[config.mk]
export PLATFORM = sky130hd
export DESIGN_NAME = nibble_serial_adder_flat
export DESIGN_NICKNAME = d
export VERILOG_FILES = /design/src/rtl/nibble_serial_adder_if.sv /design/src/rtl/nibble_serial_adder.sv /design/src/flat_wrapper.sv
export SDC_FILE = /design/constraint.sdc
export NUM_CORES = 1
export LEC_CHECK = 0
export ABC_AREA = 1
export BUFFER_PORTS_ARGS = -buffer_cell sky130_fd_sc_hd__clkbuf_2
export CORE_ASPECT_RATIO = 1.25
export CORE_MARGIN = 5
export CORE_UTILIZATION = 50
export CTS_CLUSTER_DIAMETER = 200
export DETAILED_ROUTE_END_ITERATION = 12
export GPL_TIMING_DRIVEN = 0
export PLACE_DENSITY = 0.77
export SLEW_MARGIN = 20
export SYNTH_ARGS = -nofsm -noshare
export SYNTH_HDL_FRONTEND = slang
export SYNTH_HIERARCHICAL = 1
export SYNTH_SLANG_ARGS = --single-unit
[constraint.sdc]
create_clock -name clk -period 2.1 [get_ports clk]
set_input_delay 0.105 -clock clk [delete_from_list [all_inputs] [get_ports clk]]
set_output_delay 0.105 -clock clk [all_outputs]
set_load 0.1 [all_outputs]
[src/rtl/nibble_serial_adder_if.sv]
// Operand/result bundle for nibble_serial_adder.
//   master : operand source (drives start/a/b/cin, observes status and result)
//   slave  : the adder itself
// Signals:
//   start     request to capture a, b, cin and begin an add
//   a, b      W-bit operands, W = 4*NIBBLES
//   cin       carry into nibble 0
//   busy      nibbles are being processed
//   done      one-cycle pulse, sum/cout/overflow valid
//   sum       result, held until the next accepted start
//   cout      carry out of the MSB
//   overflow  signed overflow of the W-bit add
interface nibble_serial_adder_if #(
    parameter int NIBBLES = 4
);
    localparam int W = 4 * NIBBLES;

    logic         start;
    logic [W-1:0] a;
    logic [W-1:0] b;
    logic         cin;
    logic         busy;
    logic         done;
    logic [W-1:0] sum;
    logic         cout;
    logic         overflow;

    modport master (
        output start, a, b, cin,
        input  busy, done, sum, cout, overflow
    );

    modport slave (
        input  start, a, b, cin,
        output busy, done, sum, cout, overflow
    );
endinterface

[src/rtl/nibble_serial_adder.sv]
// nibble_serial_adder
//   Multi-cycle W-bit adder (W = 4*NIBBLES) built around one 4-bit
//   add-with-carry step. One nibble is added per clock, LSB nibble first; the
//   carry between nibbles lives in a register so no carry chain is wider than
//   a nibble.
// Ports:
//   clk  rising-edge clock
//   rst  asynchronous active-high reset, aborts any add in progress
//   bus  nibble_serial_adder_if.slave (start/a/b/cin in, busy/done/sum/cout/
//        overflow out)
// Timing: start sampled at edge 0 -> busy after edges 0..NIBBLES-1, done and
//   final sum after edge NIBBLES. A start during the done cycle is accepted
//   directly, so back-to-back adds need no idle cycle. sum shows the partial
//   result while busy; consumers qualify it with done.

// One 4-bit add-with-carry step. c3 is the carry into bit 3, needed for the
// signed-overflow flag when this is the most significant nibble.
module nibble_add4 (
    input  logic [3:0] a,
    input  logic [3:0] b,
    input  logic       ci,
    output logic [3:0] s,
    output logic       co,
    output logic       c3
);
    logic [4:0] full;

    always_comb begin
        full = {1'b0, a} + {1'b0, b} + {4'b0000, ci};
        s    = full[3:0];
        co   = full[4];
        // Sum bit = a ^ b ^ carry-in, so the carry-in can be recovered.
        c3   = a[3] ^ b[3] ^ full[3];
    end
endmodule

module nibble_serial_adder #(
    parameter int NIBBLES = 4
) (
    input  logic                  clk,
    input  logic                  rst,
    nibble_serial_adder_if.slave  bus
);
    localparam int W  = 4 * NIBBLES;
    localparam int IW = (NIBBLES > 1) ? $clog2(NIBBLES) : 1;
    localparam logic [IW-1:0] LAST_IDX = IW'(NIBBLES - 1);

    typedef enum logic [1:0] {
        IDLE = 2'd0,
        RUN  = 2'd1,
        DONE = 2'd2
    } state_t;

    state_t state, state_nxt;

    // Operands and result kept as nibble arrays so the step index selects
    // one nibble directly.
    logic [NIBBLES-1:0][3:0] a_q;
    logic [NIBBLES-1:0][3:0] b_q;
    logic [NIBBLES-1:0][3:0] sum_q;
    logic                    carry_q;
    logic [IW-1:0]           idx_q;
    logic                    cout_q;
    logic                    ovf_q;

    logic [3:0] step_s;
    logic       step_co;
    logic       step_c3;
    logic       last_step;
    logic       accept;

    assign last_step = (idx_q == LAST_IDX);
    // start is honoured in IDLE and in the done cycle; RUN ignores it.
    assign accept    = bus.start && (state == IDLE || state == DONE);

    nibble_add4 u_step (
        .a  (a_q[idx_q]),
        .b  (b_q[idx_q]),
        .ci (carry_q),
        .s  (step_s),
        .co (step_co),
        .c3 (step_c3)
    );

    // State register
    always_ff @(posedge clk or posedge rst) begin
        if (rst) state <= IDLE;
        else     state <= state_nxt;
    end

    // Next-state logic
    always_comb begin
        state_nxt = state;
        case (state)
            IDLE:    if (bus.start) state_nxt = RUN;
            RUN:     if (last_step) state_nxt = DONE;
            DONE:    state_nxt = bus.start ? RUN : IDLE;
            default: state_nxt = IDLE;
        endcase
    end

    // Output decode, straight from the registered state
    always_comb begin
        bus.busy = (state == RUN);
        bus.done = (state == DONE);
    end

    // Datapath
    always_ff @(posedge clk or posedge rst) begin
        if (rst) begin
            a_q     <= '0;
            b_q     <= '0;
            sum_q   <= '0;
            carry_q <= 1'b0;
            idx_q   <= '0;
            cout_q  <= 1'b0;
            ovf_q   <= 1'b0;
        end else if (accept) begin
            a_q     <= bus.a;
            b_q     <= bus.b;
            carry_q <= bus.cin;
            idx_q   <= '0;
            sum_q   <= '0;
            cout_q  <= 1'b0;
            ovf_q   <= 1'b0;
        end else if (state == RUN) begin
            sum_q[idx_q] <= step_s;
            carry_q      <= step_co;
            idx_q        <= idx_q + 1'b1;
            if (last_step) begin
                cout_q <= step_co;
                ovf_q  <= step_c3 ^ step_co;
            end
        end
    end

    assign bus.sum      = W'(sum_q);
    assign bus.cout     = cout_q;
    assign bus.overflow = ovf_q;
endmodule

[src/flat_wrapper.sv]
// flat-port wrapper written by rule: the top's interface ports become plain ports
module nibble_serial_adder_flat 
#(
    parameter int NIBBLES = 4
)
  (clk, rst, bus_start, bus_a, bus_b, bus_cin, bus_busy, bus_done, bus_sum, bus_cout, bus_overflow);
  nibble_serial_adder_if #(.NIBBLES(NIBBLES)) bus_i ();
  input  logic clk;
  input  logic rst;
  input wire logic [$bits(bus_i.start)-1:0] bus_start;
  input wire logic [$bits(bus_i.a)-1:0] bus_a;
  input wire logic [$bits(bus_i.b)-1:0] bus_b;
  input wire logic [$bits(bus_i.cin)-1:0] bus_cin;
  output wire logic [$bits(bus_i.busy)-1:0] bus_busy;
  output wire logic [$bits(bus_i.done)-1:0] bus_done;
  output wire logic [$bits(bus_i.sum)-1:0] bus_sum;
  output wire logic [$bits(bus_i.cout)-1:0] bus_cout;
  output wire logic [$bits(bus_i.overflow)-1:0] bus_overflow;
  assign bus_i.start = bus_start;
  assign bus_i.a = bus_a;
  assign bus_i.b = bus_b;
  assign bus_i.cin = bus_cin;
  assign bus_busy = bus_i.busy;
  assign bus_done = bus_i.done;
  assign bus_sum = bus_i.sum;
  assign bus_cout = bus_i.cout;
  assign bus_overflow = bus_i.overflow;
  nibble_serial_adder #(.NIBBLES(NIBBLES)) u_core (.clk(clk), .rst(rst), .bus(bus_i));
endmodule
# [After elaboration in Yosys (flattened, before gate mapping)]
# Index checks and enable logic that the tools add are counted.
[word_totals] elab_cells=61 register_bits=55 in_bits=36
[op_classes] reduce_logical=8 bitwise=3 addsub=3 n_eq_ne=5 order_cmp=2 mux=23
[ops] cell="$mux 16" n=2
[ops] cell="$bmux 4 s2" n=2
[ops] cell="$bwmux 16" n=1
[ops] cell="$mux 4" n=3
[ops] cell="$mux 1" n=9
[ops] cell="$demux 4 s2" n=1
[ops] cell="$mux 2" n=4
[ops] cell="$pmux 2 s3" n=1
[ops] cell="$add 4x4->5" n=1
[ops] cell="$add 5x1->5" n=1
[ops] cell="$eq 2x2->1 const B" n=2
[ops] cell="$reduce_and 2->1" n=2
[ops] cell="$reduce_bool 2->1" n=2
[ops] cell="$lt 2x3->1 const B" n=1
[ops] cell="$xor 1x1->1" n=3
[ops] cell="$add 2x1->2 const B" n=1
[ops] cell="$eq 2x1->1 const B" n=1
[ops] cell="$ge 2x1->1 const B" n=1
[ops] cell="$logic_and 1x1->1" n=2
[ops] cell="$logic_not 2->1" n=1
[ops] cell="$ne 2x1->1 const B" n=1
[ops] cell="$ne 2x2->1 const B" n=1
[ops] cell="$logic_or 1x1->1" n=1

# [Logic depth before layout (Yosys ltp)]
# Gate-level depths: netlist of run 1.
[logic_depth] ltp_word=9 ltp_mapped=14

# [Hierarchy]
# Netlist of run 1, hierarchy kept.
[modules_own_cells] module="nibble_serial_adder" instances=1 area_per_inst_um2=2726.4 cells_per_inst=318 seq_area_each_um2=1376.3
[modules_own_cells] module="nibble_add4" instances=1 area_per_inst_um2=168.9 cells_per_inst=26 seq_area_each_um2=0.0

# [Least setup slack after synthesis of run 1]
# Ideal clock, no wire load.
[synth_timing] path_kind="reg-to-reg" start="register u_core.state[0]" end="register u_core.cout_q (netlist: u_core/bus.cout)" period_less_slack_ps=2185 path_stages_with_launch=6 setup_ps=74 path_slack_ps=-85 t_required_ps=2026 t_arrival_ps=2111 path_cell_list="dfrtp_1 buf_6 inv_6 nor2_1 nand3_1 nand2_1"
[synth_via] word_cells_on_any_way=9 classes_between="2 x eq/ne; 1 x mux; 6 x reduce/logical"
[synth_rtl] element="from (decl)" line_no="nibble_serial_adder.sv:54" source="state_t state, state_nxt;"
[synth_rtl] element="from (signal assigned)" line_no="nibble_serial_adder.sv:88" source="else state <= state_nxt;"
[synth_rtl] element="$eq 2x1->1"
[synth_rtl] element="named net bus_busy" line_no="flat_wrapper.sv:14" source="output wire logic [$bits(bus_i.busy)-1:0] bus_busy;"
[synth_rtl] element="$reduce_bool 2->1 (no source line)"
[synth_rtl] element="$reduce_and 2->1 (no source line)"
[synth_rtl] element="to (signal assigned)" line_no="nibble_serial_adder.sv:131" source="cout_q <= step_co;"
[synth_rtl] element="to (decl)" line_no="nibble_serial_adder.sv:63" source="logic cout_q;"
# The timed path passes the listed nets, and every way through them passes these cells.
# A chain may end at the register's enable or synchronous reset.

# [Final worst setup path of run 1]
[layout_timing] start="register u_core.idx_q[0]" end="register u_core.ovf_q (netlist: u_core/bus.overflow)"
[layout_via] word_cells_on_any_way=15 classes_between="2 x add/sub; 1 x eq/ne; 7 x mux; 3 x bitwise; 2 x reduce/logical"
[layout_rtl] element="from (decl)" line_no="nibble_serial_adder.sv:62" source="logic [IW-1:0] idx_q;"
[layout_rtl] element="from (signal assigned)" line_no="nibble_serial_adder.sv:129" source="idx_q <= idx_q + 1'b1;"
[layout_rtl] element="$bmux 4 s2, on equally long branches" line_no="nibble_serial_adder.sv:77, nibble_serial_adder.sv:78"
[layout_rtl] element="$mux 4, on equally long branches" line_no="nibble_serial_adder.sv:77, nibble_serial_adder.sv:78"
[layout_rtl] element="$add 4x4->5 *" line_no="nibble_serial_adder.sv:29" source="full = {1'b0, a} + {1'b0, b} + {4'b0000, ci};"
[layout_rtl] element="$add 5x1->5 *" line_no="nibble_serial_adder.sv:29"
[layout_rtl] element="named net u_core.step_co" line_no="nibble_serial_adder.sv:67" source="logic step_co;"
[layout_rtl] element="$xor 1x1->1 *" line_no="nibble_serial_adder.sv:132" source="ovf_q <= step_c3 ^ step_co;"
[layout_rtl] element="$mux 1 *" line_no="nibble_serial_adder.sv:130" source="if (last_step) begin"
[layout_rtl] element="$mux 1 *" line_no="nibble_serial_adder.sv:126" source="end else if (state == RUN) begin"
[layout_rtl] element="$mux 1 *" line_no="nibble_serial_adder.sv:118" source="end else if (accept) begin"
[layout_rtl] element="to (signal assigned)" line_no="nibble_serial_adder.sv:132"
[layout_rtl] element="to (decl)" line_no="nibble_serial_adder.sv:64" source="logic ovf_q;"
# The timed path passes the listed nets; every way through them passes the cells marked *. The select of a mux whose other input is x is not followed.

==> results.yml, run 1 <==
grt:
  grt_pass1_vias: 2473
  top_usage_layer: "met2"
  grt_antenna_before_repair: 0
  grt.met1_usage_pct: 23.6
  grt_first_pass_wirelength_um: 11200
  grt_max_degree: 35
  grt_util_met2_pct: 31.9
  met3_usage_pct: 3.21
  grt_usage_pct: 18.7
  overflow: 0
clocking:
  cts_buffer_depth: 2
  cts_max_level: 2
  path_clk_slew_ns: 0.09
  cts_sinks: 55
  cts-root-buf: "clkbuf_8"
  clk-insertion-delay-late_ns: 0.30
  numCtsBuffers: 5
  tritoncts: "yes"
sta:
  worst_pin_slew_ns: 0.542
  setup_viol: 1
  min_period_ns: 2.12
  min_period_over_period_pct: 101
  fin_tns_setup_ns: -0.0188
  whs_ns: 0.0248
  max_slew_margin_pct: 64.0
  max_freq_mhz: 472
  setup_slack_ns: -0.0188
  clock_skew_ns: 0.00408
  rsz0062_at_grt: "true"
  hold_viol_final: 0
  maxSlewViolCount: 0
synth:
  netlist_instances: 344
  ys_types: 22
  ys_ff_latch: 55
  yosys.area.top_type_share_pct: 47.5
  ys_seq_area_share_pct: 47.5
  synth_top_area_cell: "dfrtp_1"
  syn_avg_cell_area_sq_um: 8.42
  synth_nets: 389
  ys_warn_count: 6
  netlist_top_cells_area: "dfrtp_1 (48%), nand2_1 (12%), nand3_1 (8.5%)"
  syn_area_sq_um: 2900
status:
  violations: "setup timing"
  outcome: "finished, violations left"
placed_design:
  gp_congestion: 0.810
  place_area_sq_um: 3280
  port_buffers: 55
  placed_cells: 466
  dpl.hpwl_um: 4680
detailed_routing:
  drtIter0Drc: 166
  detail-route-antenna-nets: 0
  finalWirelength_um: 6550
  via_count: 2457
  via_per_inst: 5.08
  firstDrtPassIters: 4
  routedWlPerCell_um: 13.5
  drc: 0
min_path:
  min_to: "u_core/b_q[0]"
  hp-class: "in -> reg"
  holdPathStages: 3
  worstHoldStart: "bus_b[0]"
worst_setup_path:
  cp_data_required_time_ns: 2.30
  reg2reg_depth: 13
  critPathArrivalTime_ns: 2.32
  rrSetupSlack_ns: -0.02
  startpoint: "u_core/idx_q[0]"
  critical_path.max_fanout: 10
  reg2reg_to: "u_core/bus.overflow"
  reg2reg_from: "u_core/idx_q[0]"
  cp-start-kind: "flip-flop"
  crit_path_end_kind: "flip-flop"
  worst-setup-path-type: "reg -> reg"
floorplan:
  core_sq_um: 5700
  die_y_um: 95.1
  start_util_pct: 50.8
  dieArea_sq_um: 7420
  num_io_pins: 56
  die_w_um: 78.1
  rows: 31
finish:
  drive_gt1_share_pct: 37.1
  diodes: 0
  layout_common_cells: "nand2_1 (89), clkbuf_2 (55), dfrtp_1 (54)"
  stdcell_area_sq_um: 3550
  fillers: 502
  syn_to_final_growth_pct: 22.5
  layout_commonest_cell: "nand2_1"
  fin_nets: 464
  stdcell_count: 484
run:
  cap_violations: 0
-- layout make-up --
class / count / area, sq um / area share, %
multi-input combinational: 227 / 1260 / 35.6
sequential: 55 / 1380 / 38.8
inverter: 48 / 190 / 5.36
timing repair buffer: 68 / 392 / 11.0
clock buffer: 6 / 72.6 / 2.05
buffer: 14 / 169 / 4.76
tap: 66 / 82.6 / 2.33
-- cells by family after synthesis --
logic type,after synthesis,share of synthesized area [%]
DFF,55,47.5
buffers and inverters,62,11.1
AOI/OAI and AO/OA,34,8.47
xor gates and xnor gates,1,0.303
and+or+nand+nor,183,28.2
adders and majority gates,9,4.41
-- cells in the mapped netlist --
cell type	instances
a21oi_1	11
a21oi_2	20
buf_2	4
buf_6	6
buf_8	3
clkbuf_1	1
clkinv_1	1
dfrtp_1	55
fa_1	2
ha_1	7
inv_1	45
inv_2	1
inv_6	1
nand2_1	94
nand2_2	1
nand2_4	1
nand3_1	49
nor2_1	15
nor2_2	21
o21ai_0	3
or2_2	2
xnor2_1	1
-- metal layers --
| metal | share of wire (%) | routed length [um] |
|---|---|---|
| met1 | 43 | 2810 |
| met2 | 51 | 3310 |
| met3 | 4.5 | 293 |
| met4 | 2.1 | 136 |
| met5 | 0 | 0 |
-- worst max-delay path by stage --
stage          slack, ns             endpoint
3_5_place_dp       -0.39    u_core/bus.sum[5]
3_3_place_gp       -0.35   u_core/bus.sum[13]
4_1_cts            -0.01  u_core/bus.overflow
2_1_floorplan       0.01    u_core/bus.sum[1]
6_report           -0.02  u_core/bus.overflow
5_1_grt            -0.12  u_core/bus.overflow
-- per-stage QoR --
step,setup WS (ns),util [%]
6_report,-0.0188,62.2
2_1_floorplan,0.0125,-
5_1_grt,-0.123,62.2
3_3_place_gp,-0.348,57.3
3_5_place_dp,-0.391,57.6
4_1_cts,-0.0103,61.8
-- registers in the layout, summed over array words and instances, names as in the netlist --
name,count
u_core/bus.sum,16
u_core/idx_q,2
u_core/a_q,16
u_core/bus.overflow,1
u_core/b_q,16
u_core/bus.cout,1
u_core/carry_q,1
u_core/state,2
-- critical path, stage by stage, from the launching register on --
cell	delay [ns]
dfrtp_2	0.46
clkbuf_8	0.19
nand2_1	0.10
nand3_2	0.08
nand2_2	0.09
fa_2	0.22
inv_2	0.04
fa_2	0.40
o21ai_4	0.19
inv_1	0.06
nand2_1	0.05
nand2_1	0.05
nand2_1	0.06
nand2_1	0.04
-- repair_timing --
item	4_1_cts	5_1_grt
hold endpoints to repair	21	0
gates cloned	0	0
gates resized for setup	25	6
buffers inserted	10	1
hold buffers	1	0
pin swaps	13	1
endpoints found under the setup margin	19	15
Power of run 1 is not shown: default switching activity piles up to over one toggle a cycle in this logic, so the estimate is an artifact.
==> run 2, diff against run 1 <==
==> constraint.sdc (replaced) <==
create_clock -name clk -period 2.1 [get_ports clk]
set_input_delay 0.105 -clock clk [delete_from_list [all_inputs] [get_ports clk]]
set_output_delay 0.105 -clock clk [all_outputs]
set_load 0.01 [all_outputs]
==> run 2 against run 1 <==
  * The run still ends with setup timing left
  * Via count up 0.20%
  * Sequential cell count unchanged
  * Worst setup slack got worse by 0.071 ns
  * Worst hold slack worse by 0.011 ns
  * Non-clock buffer count did not move
  * First-iteration DRC count fell by 1.8%
  * Critical path depth stayed put
  * Die area is the same
  * Routed wire length is 4.1% higher
  * Highest routed layer unchanged
==> results.yml, run 2 (synthesis gave the netlist of run 1 again) <==
sta:
  min_period_over_period_pct: 104
  clock_skew_ns: 0.00533
  min_period_ns: 2.19
  max_freq_mhz: 457
  setup_slack_ns: -0.0903
  worst_pin_slew_ns: 0.681
  hold_viol_final: 0
  rsz0062_at_grt: "true"
  whs_ns: 0.0139
  maxSlewViolCount: 0
  setup_viol: 3
  max_slew_margin_pct: 54.6
clocking:
  cts_max_level: 2
  cts-root-buf: "clkbuf_8"
  cts_sinks: 55
  tritoncts: "yes"
  numCtsBuffers: 5
  clk-insertion-delay-late_ns: 0.31
  cts_buffer_depth: 2
  path_clk_slew_ns: 0.09
detailed_routing:
  drtIter0Drc: 163
  wl_met3_um: 329
  firstDrtPassIters: 4
  via_count: 2462
  highest_layer: "met4"
  drc: 0
  finalWirelength_um: 6820
  wl_met1_um: 2760
  routedWlPerCell_um: 14.0
  detail-route-antenna-nets: 0
  met2_length_um: 3500
  via_per_inst: 5.07
status:
  violations: "setup timing"
  outcome: "finished, violations left"
worst_setup_path:
  cp_data_required_time_ns: 2.30
  reg2reg_depth: 13
  worst-setup-path-type: "reg -> reg"
  crit_end: "u_core/bus.overflow"
  rrSetupSlack_ns: -0.09
  reg2reg_to: "u_core/bus.overflow"
  critPathArrivalTime_ns: 2.39
  cp-start-kind: "flip-flop"
  startpoint: "u_core/idx_q[0]"
  reg2reg_from: "u_core/idx_q[0]"
  crit_path_end_kind: "flip-flop"
  critical_path.max_fanout: 7
run:
  cap_violations: 0
floorplan:
  start_util_pct: 50.8
  core_sq_um: 5700
  dieArea_sq_um: 7420
  die_y_um: 95.1
  num_io_pins: 56
  rows: 31
  die_w_um: 78.1
finish:
  fin_nets: 464
  syn_to_final_growth_pct: 24.4
  layout_common_cells: "nand2_1 (88), clkbuf_2 (55), dfrtp_1 (54)"
  drive_gt1_share_pct: 37.9
  final_core_util_pct: 63.2
  layout_commonest_cell: "nand2_1"
  diodes: 0
grt:
  grt_antenna_before_repair: 0
  grt_max_degree: 56
  grt_pass1_vias: 2445
  overflow: 0
  grt_first_pass_wirelength_um: 11000
  grt_usage_pct: 18.7
min_path:
  hp-class: "in -> reg"
power_and_ir_drop:
  p_leak_nw: 1.97
  power.density_nw_per_um2: 1840
  vdd_drop_max_uv: 926
placed_design:
  port_buffers: 55
  dpl.hpwl_um: 4620
  gp_congestion: 0.786
[run 2: layout make-up]
type                       instances  area, sq um
clock buffer                       6         82.6
timing repair buffer              68          379
sequential                        55         1380
inverter                          48          198
clock inverter                     2         35.0
buffer                            14          166
multi-input combinational        227         1280
fill                             496         2100
tap                               66         82.6
[run 2: repair_timing]
action,4_1_cts,5_1_grt
pin swaps,8,3
endpoints found under the hold margin,55,0
setup endpoints to repair,19,15
resized for setup,21,16
buffers inserted,10,2
hold buffers,1,0
[run 2: critical path, stage by stage, from the launching register on]
cell	delay [ns]
dfrtp_2	0.47
buf_6	0.16
nand2_1	0.11
nand3_2	0.10
nand2_2	0.10
fa_2	0.22
inv_2	0.04
fa_2	0.38
o21ai_4	0.21
inv_1	0.06
nand2_1	0.06
nand2_1	0.06
nand2_1	0.06
nand2_1	0.05
[run 2: through the flow]
step / power [mW] / setup slack, ns / std cells / cell area, sq um / setup TNS (ns)
2_1_floorplan: 4.25 / -0.000440 / 344 / 2900 / -0.000440
5_1_grt: 7.18 / -0.166 / 486 / 3600 / -1.03
3_3_place_gp: 5.00 / -0.354 / 465 / 3260 / -3.82
3_5_place_dp: 5.10 / -0.389 / 465 / 3260 / -4.28
4_1_cts: 6.27 / -0.0365 / 484 / 3530 / -0.0365
6_report: 6.64 / -0.0903 / 486 / 3600 / -0.169
[run 2: per-layer routing]
metal  global-route usage (%)  up-vias
met5                        0        -
met4                     8.45        0
met3                     3.50       19
met2                     31.5       79
met1                     23.4     1153
li1                         -     1211
[run 2: power breakdown]
group | switching [mW] | internal, mW | leakage, nW
Clock | 0.329 | 0.386 | 0.0612
Sequential | 0.183 | 1.52 | 0.652
Combinational | 2.53 | 1.70 | 1.25
Total | 3.05 | 3.60 | 1.97
[run 2: how the worst min path moves through the flow]
stage	start	endpoint	slack (ns)	cells after the start
final	bus_b[0]	u_core/b_q[0]	0.01	3
after global routing	bus_b[0]	u_core/b_q[0]	0.01	3
after CTS	bus_b[0]	u_core/b_q[0]	0.007	3
after detailed placement	rst	u_core/a_q[12]	0.25	2
after global placement	bus_b[0]	u_core/b_q[0]	0.35	3
after floorplan	bus_b[2]	u_core/b_q[2]	0.25	2
No activity file was read; power rests on OpenSTA's default activity.
==> run 3, diff against run 2 <==
--- a/config.mk
+++ b/config.mk
@@ -8,7 +8,9 @@
 export ABC_AREA = 1
 export BUFFER_PORTS_ARGS = -buffer_cell sky130_fd_sc_hd__clkbuf_2
+export CELL_PAD_IN_SITES_DETAIL_PLACEMENT = 0
+export CELL_PAD_IN_SITES_GLOBAL_PLACEMENT = 1
 export CORE_ASPECT_RATIO = 1.25
-export CORE_MARGIN = 5
-export CORE_UTILIZATION = 50
+export CORE_MARGIN = 2
+export CORE_UTILIZATION = 37
 export CTS_CLUSTER_DIAMETER = 200
 export DETAILED_ROUTE_END_ITERATION = 12
==> constraint.sdc (replaced) <==
create_clock -name clk -period 2.1 [get_ports clk]
set_input_delay 0 -clock clk [delete_from_list [all_inputs] [get_ports clk]]
set_output_delay 0 -clock clk [all_outputs]
set_load 0.01 [all_outputs]
==> run 3 against run 2 <==
  * The flow still finishes with violations (setup timing)
  * Critical path depth down 3
  * Clock power rose by 3.1%
  * Non-clock buffer count is 35 higher
  * Combinational power rose by 1%
  * Global-route usage is 1.1 points lower
  * Worst hold slack improved by 0.061 ns
  * Highest routed layer unchanged
==> results.yml, run 3 (synthesis gave the netlist of run 1 again) <==
status:
  outcome: "finished, violations left"
  violations: "setup timing"
clocking:
  cts_max_level: 2
  tritoncts: "yes"
  cts_buffer_depth: 2
  cts_sinks: 55
  clk-insertion-delay-late_ns: 0.32
  path_clk_slew_ns: 0.11
  cts-root-buf: "clkbuf_8"
  numCtsBuffers: 5
detailed_routing:
  drtIter0Drc: 82
  finalWirelength_um: 7020
  drc: 0
  via_count: 2475
  routedWlPerCell_um: 12.8
  firstDrtPassIters: 4
  detail-route-antenna-nets: 0
  via_per_inst: 4.50
worst_setup_path:
  cp_data_required_time_ns: 2.37
  critical_path.max_fanout: 5
  critPathArrivalTime_ns: 2.41
  cp-start-kind: "flip-flop"
  worst-setup-path-type: "reg -> reg"
  crit_path_end_kind: "flip-flop"
sta:
  max_slew_margin_pct: 54.1
  whs_ns: 0.0754
  setup_slack_ns: -0.0451
  setup_viol: 6
  rsz0062_at_grt: "true"
  worst_pin_slew_ns: 0.688
  min_period_ns: 2.15
  max_freq_mhz: 466
  hold_viol_final: 0
  maxSlewViolCount: 0
  min_period_over_period_pct: 102
  clock_skew_ns: 0.00782
finish:
  layout_commonest_cell: "nand2_1"
  syn_to_final_growth_pct: 38.6
  diodes: 0
  fin_nets: 499
  stdcell_count: 550
  layout_common_cells: "nand2_1 (88), clkbuf_2 (55), dfrtp_1 (54)"
  drive_gt1_share_pct: 34.9
placed_design:
  dpl.hpwl_um: 4860
  gp_congestion: 0.770
  placed_cells: 494
  port_buffers: 55
  post-place-ws_ns: -0.408
power_and_ir_drop:
  vdd_drop_max_uv: 820
  p_leak_nw: 2.12
  power.density_nw_per_um2: 1680
  p_total_mw: 6.72
floorplan:
  die_w_um: 83.1
  num_io_pins: 56
  die_y_um: 103
  rows: 36
  dieArea_sq_um: 8550
  start_util_pct: 37.6
  core_sq_um: 7700
grt:
  grt_usage_pct: 17.6
  grt_antenna_before_repair: 0
  grt_max_degree: 56
  grt_first_pass_wirelength_um: 12100
  grt_pass1_vias: 2575
  overflow: 0
run:
  cap_violations: 0
min_path:
  hp-class: "in -> reg"
-- run 3: cell type report --
class                           instances  area [sq um]
Sequential cell                        55          1380
Tap cell                               95           119
Fill cell                             753          3690
Inverter                               48           193
Clock inverter                          3          47.5
Buffer                                 14           169
Timing Repair Buffer                  103           761
Multi-Input combinational cell        227          1280
Clock buffer                            5          68.8
-- run 3: where the power goes --
part	internal (mW)	switching (mW)
registers	1.51	0.183
logic	1.78	2.51
clock network	0.362	0.375
-- run 3: critical path, stage by stage, from the launching register on --
cell     delay, ns
dfrtp_2       0.46
buf_6         0.14
or2_4         0.22
nand3_2       0.07
nand2_2       0.06
fa_2          0.39
inv_2         0.07
fa_2          0.44
inv_2         0.10
nand2_1       0.06
nand2_1       0.07
-- run 3: path summary, 6_finish.rpt --
path	startpoint	endpoint	slack, ns	cells after the start
setup / recovery	u_core/idx_q[0]	u_core/bus.sum[1]	-0.05	10
hold / removal	bus_start	u_core/carry_q	0.08	5
setup reg to reg	u_core/idx_q[0]	u_core/bus.sum[1]	-0.05	10
hold reg to reg	u_core/b_q[1]	u_core/b_q[1]	0.50	2
max in group asynchronous	rst	u_core/idx_q[0]	1.29	3
min in group asynchronous	rst	u_core/bus.sum[13]	0.33	3
-- run 3: stage by stage --
step	TNS (ns)	instance area (sq um)	utilization [%]
CTS	-0.0391	3980	51.7
global placement	-4.65	3290	42.8
finish	-0.191	4010	52.1
floorplan	-0.000440	2900	-
global route	-1.10	4010	52.1
detailed placement	-4.78	3300	42.8
-- run 3: layer usage --
metal | vias to the layer above | track usage, % | part of all wire (%)
met2 | 31 | 31.0 | 49
li1 | 1283 | - | -
met4 | 0 | 6.18 | 1.8
met1 | 1154 | 22.7 | 47
met5 | - | 0 | 0
met3 | 7 | 2.24 | 2.2
-- run 3: what timing repair did --
action	CTS	global route
pin swaps	12	10
hold buffers	37	0
gates cloned	0	0
buffers inserted	10	1
endpoints found under the setup margin	19	15
resized for setup	28	9
endpoints found under the hold margin	88	0
